## src/rtl/cmp_ctrl_pkg.sv

```systemverilog
// Shared types and helpers for the byte-sequential magnitude comparator.
package cmp_ctrl_pkg;

    localparam int unsigned BYTE_W = 8;

    typedef enum logic [1:0] {
        IDLE = 2'd0,
        CMP  = 2'd1,
        DONE = 2'd2
    } cmp_state_t;

    typedef struct packed {
        logic eq;
        logic gt;
        logic lt;
    } cmp_res_t;

    // Number of bytes walked for an operand of the given width.
    function automatic int unsigned nbytes(input int unsigned width);
        return width / BYTE_W;
    endfunction

endpackage

```

## src/rtl/cmp8_slice.sv

```systemverilog
// Combinational 8-bit compare slice; signed_mode treats both bytes as two's complement.
module cmp8_slice
    import cmp_ctrl_pkg::*;
(
    input  logic [BYTE_W-1:0] a,
    input  logic [BYTE_W-1:0] b,
    input  logic              signed_mode,
    output cmp_res_t          res_c
);

    // Exactly one of eq/gt/lt is set for any input pair.
    always_comb begin
        res_c = '0;
        if (a == b) begin
            res_c.eq = 1'b1;
        end else if (signed_mode) begin
            res_c.gt = ($signed(a) > $signed(b));
            res_c.lt = ~res_c.gt;
        end else begin
            res_c.gt = (a > b);
            res_c.lt = ~res_c.gt;
        end
    end

endmodule

```

## src/rtl/cmp_seq_ctrl.sv

```systemverilog
// Sequencing controller: latches an operand pair and walks it MSB byte first
// through a single 8-bit compare slice, then offers eq/gt/lt to the consumer.
// Optional feature macro: CMP_SEQ_EARLY_EXIT_EN (finish on the first mismatching
// byte instead of always spending NBYTES cycles in CMP).
module cmp_seq_ctrl
    import cmp_ctrl_pkg::*;
#(
    parameter int unsigned WIDTH  = 32,
    parameter int unsigned SIGNED = 0
) (
    input  logic             clk,
    input  logic             rst_n,
    input  logic             in_valid,
    output logic             in_ready,
    input  logic [WIDTH-1:0] a,
    input  logic [WIDTH-1:0] b,
    output logic             out_valid,
    input  logic             out_ready,
    output logic             eq,
    output logic             gt,
    output logic             lt,
    output logic             busy
);

    localparam int unsigned NBYTES = nbytes(WIDTH);
    localparam int unsigned IDX_W  = (NBYTES > 1) ? $clog2(NBYTES) : 1;
    localparam logic [IDX_W-1:0] IDX_LAST = IDX_W'(NBYTES - 1);

    cmp_state_t        state, state_nxt;
    logic [IDX_W-1:0]  idx, idx_nxt;
    logic [WIDTH-1:0]  a_q, a_nxt;
    logic [WIDTH-1:0]  b_q, b_nxt;
    cmp_res_t          res_q, res_nxt;
    cmp_res_t          slice_res;
`ifndef CMP_SEQ_EARLY_EXIT_EN
    logic              found_q, found_nxt;
    cmp_res_t          first_q, first_nxt;
`endif

    logic [BYTE_W-1:0] a_bytes [NBYTES];
    logic [BYTE_W-1:0] b_bytes [NBYTES];
    logic              signed_mode;

    // Byte k of the operand, k=0 being the most significant byte.
    for (genvar g = 0; g < NBYTES; g++) begin : g_bytes
        assign a_bytes[g] = a_q[WIDTH-1-g*BYTE_W -: BYTE_W];
        assign b_bytes[g] = b_q[WIDTH-1-g*BYTE_W -: BYTE_W];
    end

    // Only the most significant byte carries the sign.
    assign signed_mode = (SIGNED != 0) && (idx == '0);

    cmp8_slice u_slice (
        .a           (a_bytes[idx]),
        .b           (b_bytes[idx]),
        .signed_mode (signed_mode),
        .res_c       (slice_res)
    );

    // Next-state and datapath update; the first mismatching byte decides the result.
    always_comb begin
        state_nxt = state;
        idx_nxt   = idx;
        a_nxt     = a_q;
        b_nxt     = b_q;
        res_nxt   = res_q;
`ifndef CMP_SEQ_EARLY_EXIT_EN
        found_nxt = found_q;
        first_nxt = first_q;
`endif
        case (state)
            IDLE: begin
                if (in_valid) begin
                    a_nxt     = a;
                    b_nxt     = b;
                    idx_nxt   = '0;
                    state_nxt = CMP;
`ifndef CMP_SEQ_EARLY_EXIT_EN
                    found_nxt = 1'b0;
                    first_nxt = '0;
`endif
                end
            end
            CMP: begin
`ifdef CMP_SEQ_EARLY_EXIT_EN
                if (!slice_res.eq || (idx == IDX_LAST)) begin
                    res_nxt   = slice_res;
                    state_nxt = DONE;
                end else begin
                    idx_nxt = idx + IDX_W'(1);
                end
`else
                if (!found_q && !slice_res.eq) begin
                    found_nxt = 1'b1;
                    first_nxt = slice_res;
                end
                if (idx == IDX_LAST) begin
                    // With no earlier mismatch the last slice result is the answer (eq or not).
                    res_nxt   = found_q ? first_q : slice_res;
                    state_nxt = DONE;
                end else begin
                    idx_nxt = idx + IDX_W'(1);
                end
`endif
            end
            DONE: begin
                if (out_ready) begin
                    state_nxt = IDLE;
                end
            end
            default: begin
                state_nxt = IDLE;
            end
        endcase
    end

    // State, datapath and registered outputs with synchronous active-low reset.
    always_ff @(posedge clk) begin
        if (!rst_n) begin
            state     <= IDLE;
            idx       <= '0;
            a_q       <= '0;
            b_q       <= '0;
            res_q     <= '0;
            in_ready  <= 1'b1;
            out_valid <= 1'b0;
            busy      <= 1'b0;
`ifndef CMP_SEQ_EARLY_EXIT_EN
            found_q   <= 1'b0;
            first_q   <= '0;
`endif
        end else begin
            state     <= state_nxt;
            idx       <= idx_nxt;
            a_q       <= a_nxt;
            b_q       <= b_nxt;
            res_q     <= res_nxt;
            in_ready  <= (state_nxt == IDLE);
            out_valid <= (state_nxt == DONE);
            busy      <= (state_nxt != IDLE);
`ifndef CMP_SEQ_EARLY_EXIT_EN
            found_q   <= found_nxt;
            first_q   <= first_nxt;
`endif
        end
    end

    assign eq = res_q.eq;
    assign gt = res_q.gt;
    assign lt = res_q.lt;

endmodule

```

## config.mk

```make
export PLATFORM = sky130hd
export DESIGN_NAME = cmp_seq_ctrl
export DESIGN_NICKNAME = d
export VERILOG_FILES = /design/src/rtl/cmp_ctrl_pkg.sv /design/src/rtl/cmp8_slice.sv /design/src/rtl/cmp_seq_ctrl.sv
export SDC_FILE = /design/constraint.sdc
export NUM_CORES = 1
export LEC_CHECK = 0
export ABC_CLOCK_PERIOD_IN_PS = 6600
export CAP_MARGIN = 20
export CORE_MARGIN = 3
export CORE_UTILIZATION = 55
export DETAILED_ROUTE_END_ITERATION = 16
export PLACE_DENSITY = 0.85
export SYNTH_ARGS = -nofsm -noshare
export SYNTH_HDL_FRONTEND = slang
export SYNTH_SLANG_ARGS = --single-unit
```

## constraint.sdc

```tcl
create_clock -name clk -period 6.6 [get_ports clk]
set_input_delay 1.32 -clock clk [delete_from_list [all_inputs] [get_ports clk]]
set_output_delay 1.32 -clock clk [all_outputs]
set_load 0.05 [all_outputs]
```

# --- After elaboration in Yosys (flattened, before gate mapping) ---
# Index checks and enable logic that the tools add are counted.
# Widths: inputs -> output; s select.
op_classes:
  muxes: 22
  n_addsub: 1
  reduce_logical: 11
  n_lt_le_gt_ge: 2
  bitwise: 2
  n_eq_ne: 8
ops:
  columns: ["op", "n"]
  rows:
  - ["$bmux 8 s2", 2]
  - ["$mux 8", 4]
  - ["$mux 2", 6]
  - ["$mux 3", 3]
  - ["$eq 8x8->1", 1]
  - ["$gt 8x8->1", 1]
  - ["$eq 2x2->1 const B", 3]
  - ["$ne 2x2->1 const B", 3]
  - ["$pmux 2 s3", 1]
  - ["$pmux 3 s2", 1]
  - ["$reduce_and 3->1", 2]
  - ["$logic_not 2->1", 2]
  - ["$pmux 2 s2", 1]
  - ["$reduce_and 2->1", 2]
  - ["$reduce_bool 2->1", 2]
  - ["$ge 3x3->1 const B", 1]
  - ["$mux 1", 3]
  - ["$not 2->3", 1]
  - ["$add 2x1->2 const B", 1]
  - ["$eq 2x1->1 const B", 1]
  - ["$logic_not 1->1", 2]
  - ["$pmux 1 s2", 1]
  - ["$logic_and 1x1->1", 1]
  - ["$not 1->1", 1]
totals:
  inputBits: 68
  register_bits: 78
  out_inout_bits: 6

# --- Depth between registers and ports, before layout ---
logic_depth:
  depth_word: 10
  ltp_mapped: 10

# --- Hierarchy ---
# Synthesis repeated with hierarchy kept, for this count alone.
unflattened:
  cells_unflattened: 394
  hier_area_um2: 3544.6
by_module_without_submodules:
  columns: ["mod", "area_per_inst_um2", "instances", "cells_per_inst"]
  rows:
  - ["cmp_seq_ctrl", 3300.7, 1, 360]
  - ["cmp8_slice", 244.0, 1, 34]

# --- Worst setup path before layout ---
# Ideal clock, no wire load.
synth_path:
  path_kind: "reg-to-reg"
  startpoint: "register idx[0]"
  endpoint: "register first_q[2] (netlist bit)"
  synth_period_minus_slack_ns: 2.287
  path_stages_with_launch: 9
  setup_time_ns: 0.116
  arrival_time_ns: 2.172
  slack_ns: 4.313
  n_path_buf: 2
  required_time_ns: 6.484
  cell_sequence: "dfxtp_1 -> buf_6 -> buf_12 -> mux4_1 -> ha_1 -> nand4_1 -> o21bai_2 -> a211o_1 -> and3_1"
synth_between:
  elab_chain_cells: 10
  word_cells_on_any_way: 15
synth_lines:
  columns: ["item", "line_no", "text"]
  rows:
  - ["start: declaration", "cmp_seq_ctrl.sv:30", "logic [IDX_W-1:0] idx, idx_nxt;"]
  - ["start signal: assignment", "cmp_seq_ctrl.sv:134", "idx <= idx_nxt;"]
  - ["$not 2->3 (implied by the code) *", "cmp_seq_ctrl.sv:54, cmp_seq_ctrl.sv:55", null]
  - ["$bmux 8 s2 (on tied branches)", "cmp_seq_ctrl.sv:54, cmp_seq_ctrl.sv:55", null]
  - ["$mux 8 (on tied branches) (2 in series)", "cmp_seq_ctrl.sv:54, cmp_seq_ctrl.sv:55", null]
  - ["$eq 8x8->1 *", "cmp8_slice.sv:14", "if (a == b) begin"]
  - ["$mux 1 *", "cmp8_slice.sv:14", null]
  - ["$logic_not 1->1", "cmp_seq_ctrl.sv:93", "if (!found_q && !slice_res.eq) begin"]
  - ["$logic_and 1x1->1", "cmp_seq_ctrl.sv:93", null]
  - ["$ne 2x2->1 (no line)", null, null]
  - ["$reduce_and 3->1 (no line)", null, null]
  - ["end signal: assignment", "cmp_seq_ctrl.sv:143", "first_q <= first_nxt;"]
  - ["end: declaration", "cmp_seq_ctrl.sv:37", "cmp_res_t first_q, first_nxt;"]
# Mark *: on every way between the ends. The rest lies on a longest branch, timed or not. The select of a mux whose other input is x is not followed.
# A chain may end at the register's enable or synchronous reset.

# --- Final worst setup path ---
layout_path:
  startpoint: "register idx[1]"
  endpoint: "register first_q[0] (netlist bit)"
layout_between:
  elab_chain_cells: 10
  word_cells_on_any_way: 18
layout_lines:
  columns: ["item", "line_no"]
  rows:
  - ["$not 2->3 (implied by the code) *", "cmp_seq_ctrl.sv:54, cmp_seq_ctrl.sv:55"]
  - ["parallel branches: the longest is 9 deep, another holds $gt 8x8->1", null]
# Mark *: on every way between the ends. The select of a mux whose other input is x is not followed.

==> impl_metrics.yaml <==
sta:
  rsz0062_at_grt: "no"
  worstMarginPinSlew_ps: 1080
  fin_crit_sh_pct: 42.9
  min_period_ps: 2830
  fmax_ghz: 0.353
  tns_ps: 0
  fin_worst_skew_ps: 6.05
  slew_headroom_pct: 28.1
  hold_viol_final: 0
  slew_viol_final: 0
  setup_viol: 0
setup_path:
  crit_path_start_kind: "register"
  cp_top_family: "flip-flops"
  crit_buf_inv: 0
  cp-end-kind: "register"
  path_max_fanout: 18
  cp.required_ps: 6850
  critical_path_class: "reg2reg"
  cpPeakStageDelay_ps: 910
  crit_path_top_delay_cell: "dfxtp_1"
  cp.arrival_ps: 3080
  cp_cell_sequence: "mux4_2, ha_1, nand4_1, o21bai_2, nor2_1, nand2_1, o32ai_1"
yosys:
  yosys.area_share.simple_pct: 18.3
  seq_area_frac_synth_pct: 44.1
  synthAdderAreaFrac_pct: 3.18
  synthMuxAreaShare_pct: 10.6
  synth_edf_count: 0
  synthTopCellsByArea: "dfxtp_1 44%, nand2_1 14%, a21boi_1 13%, mux4_2 7.6%, ha_1 3.2%"
  ys_warn_count: 0
  yosysTopAreaCell: "dfxtp_1"
  synthesis.area_per_instance_um2: 9.20
  syn_area_um2: 3540
  synth-xor-area-share_pct: 0
  synth_top_family_by_area: "simple AND/OR/NAND/NOR gates"
  synth-compound-area-share_pct: 17.6
  ys_ff_latch: 78
  synth_ff_type: "dfxtp_1"
  postSynth.asyncResetShare_pct: 0
  synth.distinct_cells: 33
  syn_nets: 462
  syn_inst: 385
  yosysTopAreaCellShare_pct: 44.1
cts:
  numCtsBuffers: 9
  cts_sinks: 78
  clock_tree.buffer_depth: 2
  cts_hold_buf: 0
  clkTransAtPathRegs_ps: 80
  cts_resized: 0
  cts_setup_buffers: 0
  insertion_delay_ps: 350
  htreeDepth: 3
  cts-root-buf: "clkbuf_8"
  cts_tree: "yes"
global_route:
  gr-total-overflow: 0
  grt_pass1_vias: 2682
  top_usage_layer: "met2"
  use_met2_pct: 34.8
  grt_max_degree: 78
  use_met3_pct: 3.80
  track_usage_pct: 20.8
  grt_pass1_wl_um: 12100
  use_met1_pct: 26.9
  antenna_found_initial: 0
power_and_ir_drop:
  ir_drop_v: 0.000166
  p_leak_nw: 1.71
  p_per_area_nw_per_um2: 247
job:
  maxCapViolations: 0
layout:
  seq_area_um2: 1560
  final_common_cell: "nand2_1"
  antenna_cells: 0
  fillCellCount: 465
  final_cell_mix: "134 x nand2_1, 78 x dfxtp_1, 72 x clkdlybuf4s50_1, 60 x a21boi_1"
  area.growth.synth_to_final_pct: 26.1
  utilization_pct: 73.3
  final_nets: 523
  layout-drive-gt1-share_pct: 8.20
  multiInputGateArea_um2: 1770
floorplan:
  io_pins: 74
  fp.coreArea_um2: 6100
  die_x_um: 86.3
  die_y_um: 86.3
  fp-row-count: 28
  die_area_um2: 7440
  floorplan.initialDensity_pct: 58.1
routing:
  dr_total_vias: 2816
  dr.pass1.iters: 4
  ant_nets: 0
  drc: 0
  drt-wirelength-per-cell_um: 14.3
  drtIter0Drc: 126
  routed_wl_um: 7510
  routed_via_density: 5.35
placement:
  dpl.hpwl_um: 5220
  numPortBuffers: 73
  place_congestion: 0.815
min_path:
  hold_path_class: "reg2reg"
run_status:
  outcome: "completed"
[worst min-delay path: cells and delay by family, from the launching register on]
kind             cells  cell delay, ps
AO/OA/AOI/OAI        1              50
flip-flops           1             310
AND/OR/NAND/NOR      1              50
[layer usage]
metal | vias up | wire, um
met5 | - | 0
met4 | 0 | 120
met3 | 11 | 376
met2 | 64 | 3680
met1 | 1325 | 3340
li1 | 1416 | -
[sequential cells by signal (all words and copies together), names as in the netlist]
signal and cells:
a_bytes 32, b_bytes 32, first_q 3, idx 2, state 2, busy 1
eq 1, found_q 1, gt 1, in_ready 1, lt 1, out_valid 1
[cell families after synthesis]
kind of cell | Yosys count
AND/OR/NAND/NOR | 162
AO/OA/AOI/OAI | 85
flip-flops | 78
buffers and inverters | 35
multiplexers | 16
adder cells (fa/ha/maj) | 9
[final cells by class]
type | count | area share (%)
multi-input combinational | 272 | 39.5
inverter | 9 | 0.756
timing repair buffer | 76 | 17.5
sequential | 78 | 34.9
tap | 75 | 2.10
clock buffer | 13 | 3.78
clock inverter | 3 | 1.46
[where the power goes]
| part | internal, mW | total [mW] | switching (mW) |
|---|---|---|---|
| Combinational | 0.0939 | 0.175 | 0.0813 |
| Sequential | 0.499 | 0.518 | 0.0189 |
| Clock | 0.244 | 0.410 | 0.166 |
[path summary, 6_finish.rpt]
kind	startpoint	to	slack [ps]	cells after the start
max reg2reg	idx[1]$_SDFFE_PN0P_	first_q[0]$_SDFFE_PN0P_	3770	7
min	b_bytes[2]$_SDFFE_PN0P_	b_bytes[2]$_SDFFE_PN0P_	450	2
min reg2reg	b_bytes[2]$_SDFFE_PN0P_	b_bytes[2]$_SDFFE_PN0P_	450	2
max	idx[1]$_SDFFE_PN0P_	first_q[0]$_SDFFE_PN0P_	3770	7
[Yosys cell counts (2+ instances only)]
master	count
nor3_1	2
ha_1	9
a21oi_1	8
nand2_1	135
mux4_2	12
nor2b_1	5
o21ai_0	3
nand2b_1	2
nand3_1	3
mux4_1	4
a21boi_1	60
buf_2	7
inv_1	9
clkbuf_1	9
a21boi_0	6
buf_6	8
nor2_1	8
dfxtp_1	78
or2_1	2
nand4_1	2
[metrics by stage]
stage               hold slack [ps]  std cells  power, mW  setup slack, ps  area, um^2
finish                          451        526       1.10             3770        4470
CTS                             454        525       1.10             3640        4450
floorplan                       430        385      0.639             4310        3540
global route                    465        526       1.15             3590        4470
global placement                436        507      0.693             3340        4180
detailed placement              444        509      0.701             3280        4220
Note: power is estimated with default switching activity, not from simulation.
